**config.mk**
```make
export PLATFORM = sky130hd
export DESIGN_NAME = weight_row_fetcher_flat
export DESIGN_NICKNAME = d
export VERILOG_FILES = /design/src/rtl/weight_row_fetcher_pkg.sv /design/src/rtl/weight_row_fetcher_if.sv /design/src/rtl/weight_row_fetcher_out_stage.sv /design/src/rtl/weight_row_fetcher.sv /design/src/flat_wrapper.sv
export SDC_FILE = /design/constraint.sdc
export NUM_CORES = 1
export LEC_CHECK = 0
export CAP_MARGIN = 20
export CORE_ASPECT_RATIO = 0.6
export CORE_MARGIN = 5
export CORE_UTILIZATION = 51
export DETAILED_ROUTE_END_ITERATION = 7
export PLACE_DENSITY = 0.95
export RECOVER_POWER = 100
export SLEW_MARGIN = 40
export SYNTH_ARGS = -nofsm -noshare
export SYNTH_HDL_FRONTEND = slang
export SYNTH_SLANG_ARGS = --single-unit
```
**constraint.sdc**
```tcl
create_clock -name Clock -period 6.5 [get_ports Clock]
set_input_delay 1.3 -clock Clock [delete_from_list [all_inputs] [get_ports Clock]]
set_output_delay 1.3 -clock Clock [all_outputs]
set_load 0.02 [all_outputs]
```
**src/rtl/weight_row_fetcher_pkg.sv**
```systemverilog
// Shared constants and FSM state encoding for the synaptic weight memory path.
package cynapse_mem_pkg;

   localparam int DEF_WORD_WIDTH = 48;
   localparam int DEF_ADDR_WIDTH = 23;
   localparam int DEF_LEN_WIDTH  = 16;

   typedef enum logic [1:0] {
      ST_IDLE = 2'd0,
      ST_RUN  = 2'd1,
      ST_DONE = 2'd2
   } state_t;

endpackage

```
**src/rtl/weight_row_fetcher_if.sv**
```systemverilog
// Row-request, RAM read port and weight stream bundle; master is the fetcher side.
interface weight_row_fetcher_if import cynapse_mem_pkg::*; #(
   parameter int WORD_WIDTH = DEF_WORD_WIDTH,
   parameter int ADDR_WIDTH = DEF_ADDR_WIDTH,
   parameter int LEN_WIDTH  = DEF_LEN_WIDTH
);
   logic                  Start;
   logic [ADDR_WIDTH-1:0] RowBase;
   logic [LEN_WIDTH-1:0]  RowLength;
   logic                  Busy;
   logic                  Done;
   logic                  RamChipEnable;
   logic                  RamWriteEnable;
   logic [ADDR_WIDTH-1:0] RamAddress;
   logic [WORD_WIDTH-1:0] RamData;
   logic                  WeightValid;
   logic                  WeightReady;
   logic [WORD_WIDTH-1:0] WeightData;
   logic                  WeightLast;

   modport master (
      input  Start, RowBase, RowLength, RamData, WeightReady,
      output Busy, Done, RamChipEnable, RamWriteEnable, RamAddress,
      output WeightValid, WeightData, WeightLast
   );

   modport slave (
      output Start, RowBase, RowLength, RamData, WeightReady,
      input  Busy, Done, RamChipEnable, RamWriteEnable, RamAddress,
      input  WeightValid, WeightData, WeightLast
   );
endinterface

```
**src/rtl/weight_row_fetcher_out_stage.sv**
```systemverilog
// One-entry output register: captures the in-flight RAM word when the slot is free
// or being drained this cycle.
module weight_out_stage import cynapse_mem_pkg::*; #(
   parameter int WORD_WIDTH = DEF_WORD_WIDTH
) (
   input  logic                  i_clk,
   input  logic                  i_rst,
   input  logic                  i_inflight,
   input  logic [WORD_WIDTH-1:0] i_data,
   input  logic                  i_last,
   input  logic                  i_ready,
   output logic                  o_load,
   output logic                  o_valid,
   output logic [WORD_WIDTH-1:0] o_data,
   output logic                  o_last
);
   logic                  r_valid;
   logic                  r_last;
   logic [WORD_WIDTH-1:0] r_data;
   logic                  w_load;

   assign w_load  = i_inflight & (~r_valid | i_ready);
   assign o_load  = w_load;
   assign o_valid = r_valid;
   assign o_data  = r_data;
   assign o_last  = r_last;

   // Output slot: load wins over a plain handshake, which only empties the slot.
   always_ff @(posedge i_clk or posedge i_rst) begin
      if (i_rst) begin
         r_valid <= 1'b0;
         r_last  <= 1'b0;
         r_data  <= {WORD_WIDTH{1'b0}};
      end else if (w_load) begin
         r_valid <= 1'b1;
         r_last  <= i_last;
         r_data  <= i_data;
      end else if (r_valid && i_ready) begin
         r_valid <= 1'b0;
         r_last  <= 1'b0;
      end
   end
endmodule

```
**src/rtl/weight_row_fetcher.sv**
```systemverilog
// Reads a contiguous row from the weight RAM and streams it out with full
// backpressure, hiding the RAM's one-cycle read latency.
module weight_row_fetcher import cynapse_mem_pkg::*; #(
   parameter int WORD_WIDTH = DEF_WORD_WIDTH,
   parameter int ADDR_WIDTH = DEF_ADDR_WIDTH,
   parameter int LEN_WIDTH  = DEF_LEN_WIDTH
) (
   input logic                  Clock,
   input logic                  Reset,
   weight_row_fetcher_if.master bus
);
   state_t                r_state;
   logic [ADDR_WIDTH-1:0] r_addr;
   logic [LEN_WIDTH-1:0]  r_issue_left;
   logic [LEN_WIDTH-1:0]  r_deliver_left;
   logic                  r_inflight;
   logic                  w_load;
   logic                  w_issue;
   logic                  w_load_last;
   logic                  w_last_hs;

   // A new read may only be issued when the RAM output register is free or is being captured now.
   assign w_issue     = (r_state == ST_RUN) && (r_issue_left != LEN_WIDTH'(0)) &&
                        (!r_inflight || w_load);
   assign w_load_last = (r_deliver_left == LEN_WIDTH'(1));
   assign w_last_hs   = bus.WeightValid & bus.WeightReady & bus.WeightLast;

   assign bus.Busy           = (r_state != ST_IDLE);
   assign bus.Done           = (r_state == ST_DONE);
   assign bus.RamChipEnable  = w_issue;
   assign bus.RamWriteEnable = 1'b0;
   assign bus.RamAddress     = r_addr;

   weight_out_stage #(.WORD_WIDTH(WORD_WIDTH)) u_out (
      .i_clk      (Clock),
      .i_rst      (Reset),
      .i_inflight (r_inflight),
      .i_data     (bus.RamData),
      .i_last     (w_load_last),
      .i_ready    (bus.WeightReady),
      .o_load     (w_load),
      .o_valid    (bus.WeightValid),
      .o_data     (bus.WeightData),
      .o_last     (bus.WeightLast)
   );

   // Row FSM with issue/delivery counters and the in-flight tracker.
   always_ff @(posedge Clock or posedge Reset) begin
      if (Reset) begin
         r_state        <= ST_IDLE;
         r_addr         <= {ADDR_WIDTH{1'b0}};
         r_issue_left   <= {LEN_WIDTH{1'b0}};
         r_deliver_left <= {LEN_WIDTH{1'b0}};
         r_inflight     <= 1'b0;
      end else begin
         case (r_state)
            ST_IDLE: begin
               r_inflight <= 1'b0;
               if (bus.Start) begin
                  r_addr         <= bus.RowBase;
                  r_issue_left   <= bus.RowLength;
                  r_deliver_left <= bus.RowLength;
                  r_state        <= (bus.RowLength != LEN_WIDTH'(0)) ? ST_RUN : ST_DONE;
               end
            end
            ST_RUN: begin
               if (w_issue) begin
                  r_addr       <= r_addr + ADDR_WIDTH'(1);
                  r_issue_left <= r_issue_left - LEN_WIDTH'(1);
               end
               if (w_load) begin
                  r_deliver_left <= r_deliver_left - LEN_WIDTH'(1);
               end
               r_inflight <= w_issue | (r_inflight & ~w_load);
               if (w_last_hs) begin
                  r_state <= ST_DONE;
               end
            end
            ST_DONE: begin
               r_inflight <= 1'b0;
               r_state    <= ST_IDLE;
            end
            default: begin
               r_inflight <= 1'b0;
               r_state    <= ST_IDLE;
            end
         endcase
      end
   end
endmodule
```
**src/flat_wrapper.sv**
```systemverilog
// flat-port wrapper written by rule: the top's interface ports become plain ports
module weight_row_fetcher_flat import cynapse_mem_pkg::*;
#(
   parameter int WORD_WIDTH = DEF_WORD_WIDTH,
   parameter int ADDR_WIDTH = DEF_ADDR_WIDTH,
   parameter int LEN_WIDTH  = DEF_LEN_WIDTH
)
  (Clock, Reset, bus_Start, bus_RowBase, bus_RowLength, bus_RamData, bus_WeightReady, bus_Busy, bus_Done, bus_RamChipEnable, bus_RamWriteEnable, bus_RamAddress, bus_WeightValid, bus_WeightData, bus_WeightLast);
  weight_row_fetcher_if #(.WORD_WIDTH(WORD_WIDTH), .ADDR_WIDTH(ADDR_WIDTH), .LEN_WIDTH(LEN_WIDTH)) bus_i ();
  input logic Clock;
  input logic Reset;
  input wire logic [$bits(bus_i.Start)-1:0] bus_Start;
  input wire logic [$bits(bus_i.RowBase)-1:0] bus_RowBase;
  input wire logic [$bits(bus_i.RowLength)-1:0] bus_RowLength;
  input wire logic [$bits(bus_i.RamData)-1:0] bus_RamData;
  input wire logic [$bits(bus_i.WeightReady)-1:0] bus_WeightReady;
  output wire logic [$bits(bus_i.Busy)-1:0] bus_Busy;
  output wire logic [$bits(bus_i.Done)-1:0] bus_Done;
  output wire logic [$bits(bus_i.RamChipEnable)-1:0] bus_RamChipEnable;
  output wire logic [$bits(bus_i.RamWriteEnable)-1:0] bus_RamWriteEnable;
  output wire logic [$bits(bus_i.RamAddress)-1:0] bus_RamAddress;
  output wire logic [$bits(bus_i.WeightValid)-1:0] bus_WeightValid;
  output wire logic [$bits(bus_i.WeightData)-1:0] bus_WeightData;
  output wire logic [$bits(bus_i.WeightLast)-1:0] bus_WeightLast;
  assign bus_i.Start = bus_Start;
  assign bus_i.RowBase = bus_RowBase;
  assign bus_i.RowLength = bus_RowLength;
  assign bus_i.RamData = bus_RamData;
  assign bus_i.WeightReady = bus_WeightReady;
  assign bus_Busy = bus_i.Busy;
  assign bus_Done = bus_i.Done;
  assign bus_RamChipEnable = bus_i.RamChipEnable;
  assign bus_RamWriteEnable = bus_i.RamWriteEnable;
  assign bus_RamAddress = bus_i.RamAddress;
  assign bus_WeightValid = bus_i.WeightValid;
  assign bus_WeightData = bus_i.WeightData;
  assign bus_WeightLast = bus_i.WeightLast;
  weight_row_fetcher #(.WORD_WIDTH(WORD_WIDTH), .ADDR_WIDTH(ADDR_WIDTH), .LEN_WIDTH(LEN_WIDTH)) u_core (.Clock(Clock), .Reset(Reset), .bus(bus_i));
endmodule
```
# Word level (Yosys, flattened, before mapping)
# Index checks and enable logic that the tools add are counted.
# word_totals
input_bits	91
mem_bits_rw	0
regBits	108
out_inout_bits	77
word_cells	56
rom_bits	0
memories	0
latch_bits	0
# classes
add_sub_neg	3
n_div	0
bitwise	8
reduce_logical	14
n_eq_ne	7
n_lt_le_gt_ge	0
multipliers	0
n_mux	16
shift	0
# op_table
operator	n
case mux 16 bit (2 select lines)	2
2-to-1 mux 16 bit	3
2-to-1 mux 23 bit	2
case mux 23 bit (2 select lines)	1
nonzero test 16 bit	2
subtractor 16 x 1 -> 16 bit, second input constant	2
adder 23 x 1 -> 23 bit, second input constant	1
equality test 16 x 1 -> 1 bit, second input constant	1
2-to-1 mux 2 bit	3
!= test 2 x 1 -> 1 bit, second input constant	3
AND reduction 3 bit	2
nonzero test 2 bit	3
AND 1 bit	4
2-to-1 mux 1 bit	4
case mux 2 bit (2 select lines)	1
logical AND 1 bit	3
equality test 2 x 1 -> 1 bit, second input constant	1
equality test 2 bit, second input constant	1
logical NOT 2 bit	1
!= test 2 bit, second input constant	1
inverter 1 bit	2
OR 1 bit	2
AND reduction 2 bit	1
logical NOT 1 bit	1
logical OR 1 bit	1

# Logic depth before layout (Yosys ltp)
# depth
depth_word	7
depth_mapped	10
depth_no_buf	7

# Cells and area by module
# Synthesis repeated with hierarchy kept, for this count alone.
# unflattened
hier_cells	589
area_unflattened_um2	5973.2
# modules_own_cells
module	n_inst	area_each_um2	seq_area_each_um2	cells_per_inst
weight_row_fetcher	1	4043.9	1451.4	477
weight_out_stage	1	1929.4	1251.2	112

# Worst setup path after synthesis
# No wires, ideal clock.
# synth_timing
path_kind	input-to-output
startpoint	input port bus_Start
endpoint	output port bus_RamChipEnable
arrival_time_ns	2.421
required_time_ns	5.200
stages	6
n_path_buf	2
path_slack_ns	2.779
path_cell_list	o21bai_1 -> a31o_2 -> a31o_2 -> buf_4 -> buf_2 -> nor2_1
# synth_lines
element	line	source
start: declaration	flat_wrapper.sv:12	input wire logic [$bits(bus_i.Start)-1:0] bus_Start;
end: declaration	flat_wrapper.sv:19	output wire logic [$bits(bus_i.RamChipEnable)-1:0] bus_RamChipEnable;

# Final worst setup path
# layout_timing
startpoint	input port bus_WeightReady
endpoint	output port bus_RamChipEnable
# layout_between
elab_chain_len	4
# layout_rtl
element	line	source
start: declaration	flat_wrapper.sv:16	input wire logic [$bits(bus_i.WeightReady)-1:0] bus_WeightReady;
OR 1 bit	weight_row_fetcher_out_stage.sv:22	assign w_load = i_inflight & (~r_valid | i_ready);
AND 1 bit	weight_row_fetcher_out_stage.sv:22	
logical OR 1 bit	weight_row_fetcher.sv:24	(!r_inflight || w_load);
logical AND 1 bit	weight_row_fetcher.sv:23	assign w_issue = (r_state == ST_RUN) && (r_issue_left != LEN_WIDTH'(0)) &&
# Every way passes these cells.

==> flow_summary.toml <==
[logic_synthesis]
syn_area_mm2 = 0.005449
async_reset_ff_share_pct = 100.0
syn_avg_cell_area_um2 = 9.907
yosys_warnings = 0
synth_flop_cell = "dfrtp_1"
netlist_top_cells_area = "dfrtp_1, mux2_2, a21oi_1, o21ai_0, nand2_1"
synth_edf_count = 0
ys_types = 50
syn_inst = 550
ys_ff_latch = 108
synth_top_area_cell = "dfrtp_1"
synth_top_area_share_pct = 49.60
synth_fp_nets = 645
ys_seq_area_share_pct = 49.60

[power_and_ir_drop]
p_int_w = 0.001426
seq_power_share_pct = 44.6
p_clk_share_pct = 23.3
p_leak_nw = 3.009
ir_drop_v = 0.0001641
p_sw_share_pct = 36.65
comb_power_share_pct = 32.1
p_per_area_mw_per_mm2 = 301.0
switching_power_w = 0.0008250

[clock_tree]
clk_pin_slew_ns = 0.07
cts_root_buffer = "clkbuf_16"
postCtsSetupBuffers = 0
cts_made_buffers = 9
cts_resized = 0
clockBufferDepth = 2
clock_latency_ns = 0.35
clkSinkCount = 108
cts_hold_buf = 0
cts_tree = "built"
htreeDepth = 3

[placement]
dp_hpwl_um = 11970
port_buffers = 166
place_area_mm2 = 0.007203
gp_congestion = 0.9152

[timing]
min_period_ns = 5.387
relSlewSlack_pct = -66.02
hold_violations = 0
drv_slew = 147
finalCritPeriodShare_pct = 82.88
rsz0062_at_grt = "no"
skew_ns = 0.009976
worst_slew_pin_slew_ns = 2.477
tns_ns = 0
fmax_mhz = 185.6
setup_viol = 0

[detailed_routing]
via_count = 5128
wl_per_cell_um = 19.67
drc = 0
ant_nets = 0
wl_um = 16540
viasPerCell = 6.098
drt_first_iter_violations = 660
firstDrtPassIters = 6

[final_layout]
utilization_pct = 71.30
drive_gt1_share_pct = 11.68
nFillCells = 761
synthToLayoutAreaGrowth_pct = 37.22
nNetsFinal = 792
final_area_mm2 = 0.007477
n_antenna_cell = 0

[floorplan]
dieArea_mm2 = 0.01292
die_h_um = 90.07
core_mm2 = 0.01049
start_util_pct = 51.96
rows = 29
io_pins = 168
die_w_um = 143.4

[worst_setup_path]
worstPathMaxFanout = 37
cp.required_ns = 5.20
crit_type = "in2out"
critPathLaunchType = "input pin"
cp_data_arrival_time_ns = 4.09
endpoint_kind = "output pin"

[global_route]
grt_pass1_wl_um = 26280
track_usage_pct = 25.36
overflow = 0
grt_pass1_vias = 4994
grt_max_degree = 79
grt_antenna_before_repair = 0

[run]
cap_violations = 3

[outcome]
status = "finished with violations"
failed_checks = "max-capacitance violations, max-slew violations"

[worst_hold_path]
hold_path_class = "reg2reg"
per-stage QoR:
step	std cells	total power, W	worst slack [ns]	hold WS [ns]
floorplan	550	0.001390	2.354	0.4708
global placement	825	0.001697	1.814	0.4848
detailed placement	825	0.001751	1.744	0.4940
CTS	841	0.002277	1.724	0.5106
global route	841	0.002367	0.9351	0.5192
finish	841	0.002251	1.113	0.5022
power by group through the flow:
stage	sequential [W]	clock, W	combinational, W
5_1_grt	0.00102	0.000564	0.000779
2_1_floorplan	0.00107	0	0.000324
6_report	0.00100	0.000524	0.000723
3_5_place_dp	0.00101	0	0.000742
3_3_place_gp	0.000986	0	0.000711
4_1_cts	0.000999	0.000532	0.000746
flip-flops by register name, summed over array words and instances (netlist names):
register,cells
u_core.u_out.o_last,1
u_core.u_out.o_valid,1
u_core.r_inflight,1
u_core.r_issue_left,16
u_core.r_deliver_left,16
u_core.r_state,2
u_core.u_out.o_data,48
u_core.bus.RamAddress,23
synth_stat cells (all sizes together), types with 3 or more instances:
master	number
a21oi	54
a22oi	4
a31o	3
a31oi	12
a32oi	3
a41oi	4
and3	3
buf	13
clkbuf	22
dfrtp	108
ha	4
inv	14
mux2	50
nand2	37
nand3	18
nand4	11
nor2	35
nor2b	4
nor3	17
nor3b	5
nor4	16
o211ai	5
o21ai	45
o22a	10
o22ai	8
o2bb2ai	7
o31a	4
or3	7
or4	6
final cells by class:
class                   instances  area, um2  share of cell area (%)
well taps                     139      173.9                   2.326
clock inverters                 7      58.81                  0.7865
repair buffers                171       1693                   22.64
clock buffers                   9      225.2                   3.012
inverters                      14      53.80                  0.7195
flip-flops and latches        108       2703                   36.14
multi-input cells             393       2570                   34.37
cells in the final DEF, fill, tap and decap left out, types with 4 or more instances in the layout:
master and instances:
clkbuf_16 9, mux2_2 48, nand2_1 36, clkdlybuf4s50_1 87, o21ai_0 45, inv_1 13
a41oi_1 4, o211ai_1 5, a31oi_1 11, a22oi_1 4, dlygate4sd3_1 79, nor3_1 16
nor4_1 15, or3_1 6, nor2_1 35, nand3_1 18, o2bb2ai_1 7, or4_1 5
nand4_1 11, dfrtp_1 108, o22ai_1 8, nor3b_1 5, clkinvlp_4 4, ha_1 4
o22a_1 10, a21oi_1 54
path summary, 6_finish.rpt:
path	from	to	slack, ns	cells after the start
hold reg to reg	u_core.u_out.o_data[25]	u_core.u_out.o_data[25]	0.50	1
setup / recovery	bus_WeightReady	bus_RamChipEnable	1.11	6
setup reg to reg	u_core.r_issue_left[0]	u_core.r_issue_left[2]	3.20	8
min in group asynchronous	Reset	u_core.bus.RamAddress[22]	2.09	2
max in group asynchronous	Reset	u_core.u_out.o_last	2.26	3
hold / removal	u_core.u_out.o_data[25]	u_core.u_out.o_data[25]	0.50	1
worst max-delay path: stages:
cell and delay [ns]:
dlygate4sd3_1 0.59, nor2b_1 0.24, a31o_2 0.25, a31o_1 0.95, nor2_1 0.06, dlygate4sd3_1 0.69
cell families after synthesis:
family,after synthesis,share of synthesized area (%)
muxes,52,10.70
other,1,0.06882
buffers and inverters,49,3.628
adders and majority gates,4,0.9185
DFF,108,49.60
and+or+nand+nor,166,15.75
AOI/OAI and AO/OA,170,19.33
layer usage:
metal / wire, um / GRT usage (%) / part of all wire, %
met3: 1519 / 7.158 / 9.2
met1: 6777 / 34.87 / 41
met2: 7988 / 39.58 / 48
met5: 0 / 0 / 0
met4: 254 / 6.740 / 1.5
(Power assumes the default switching activity.)
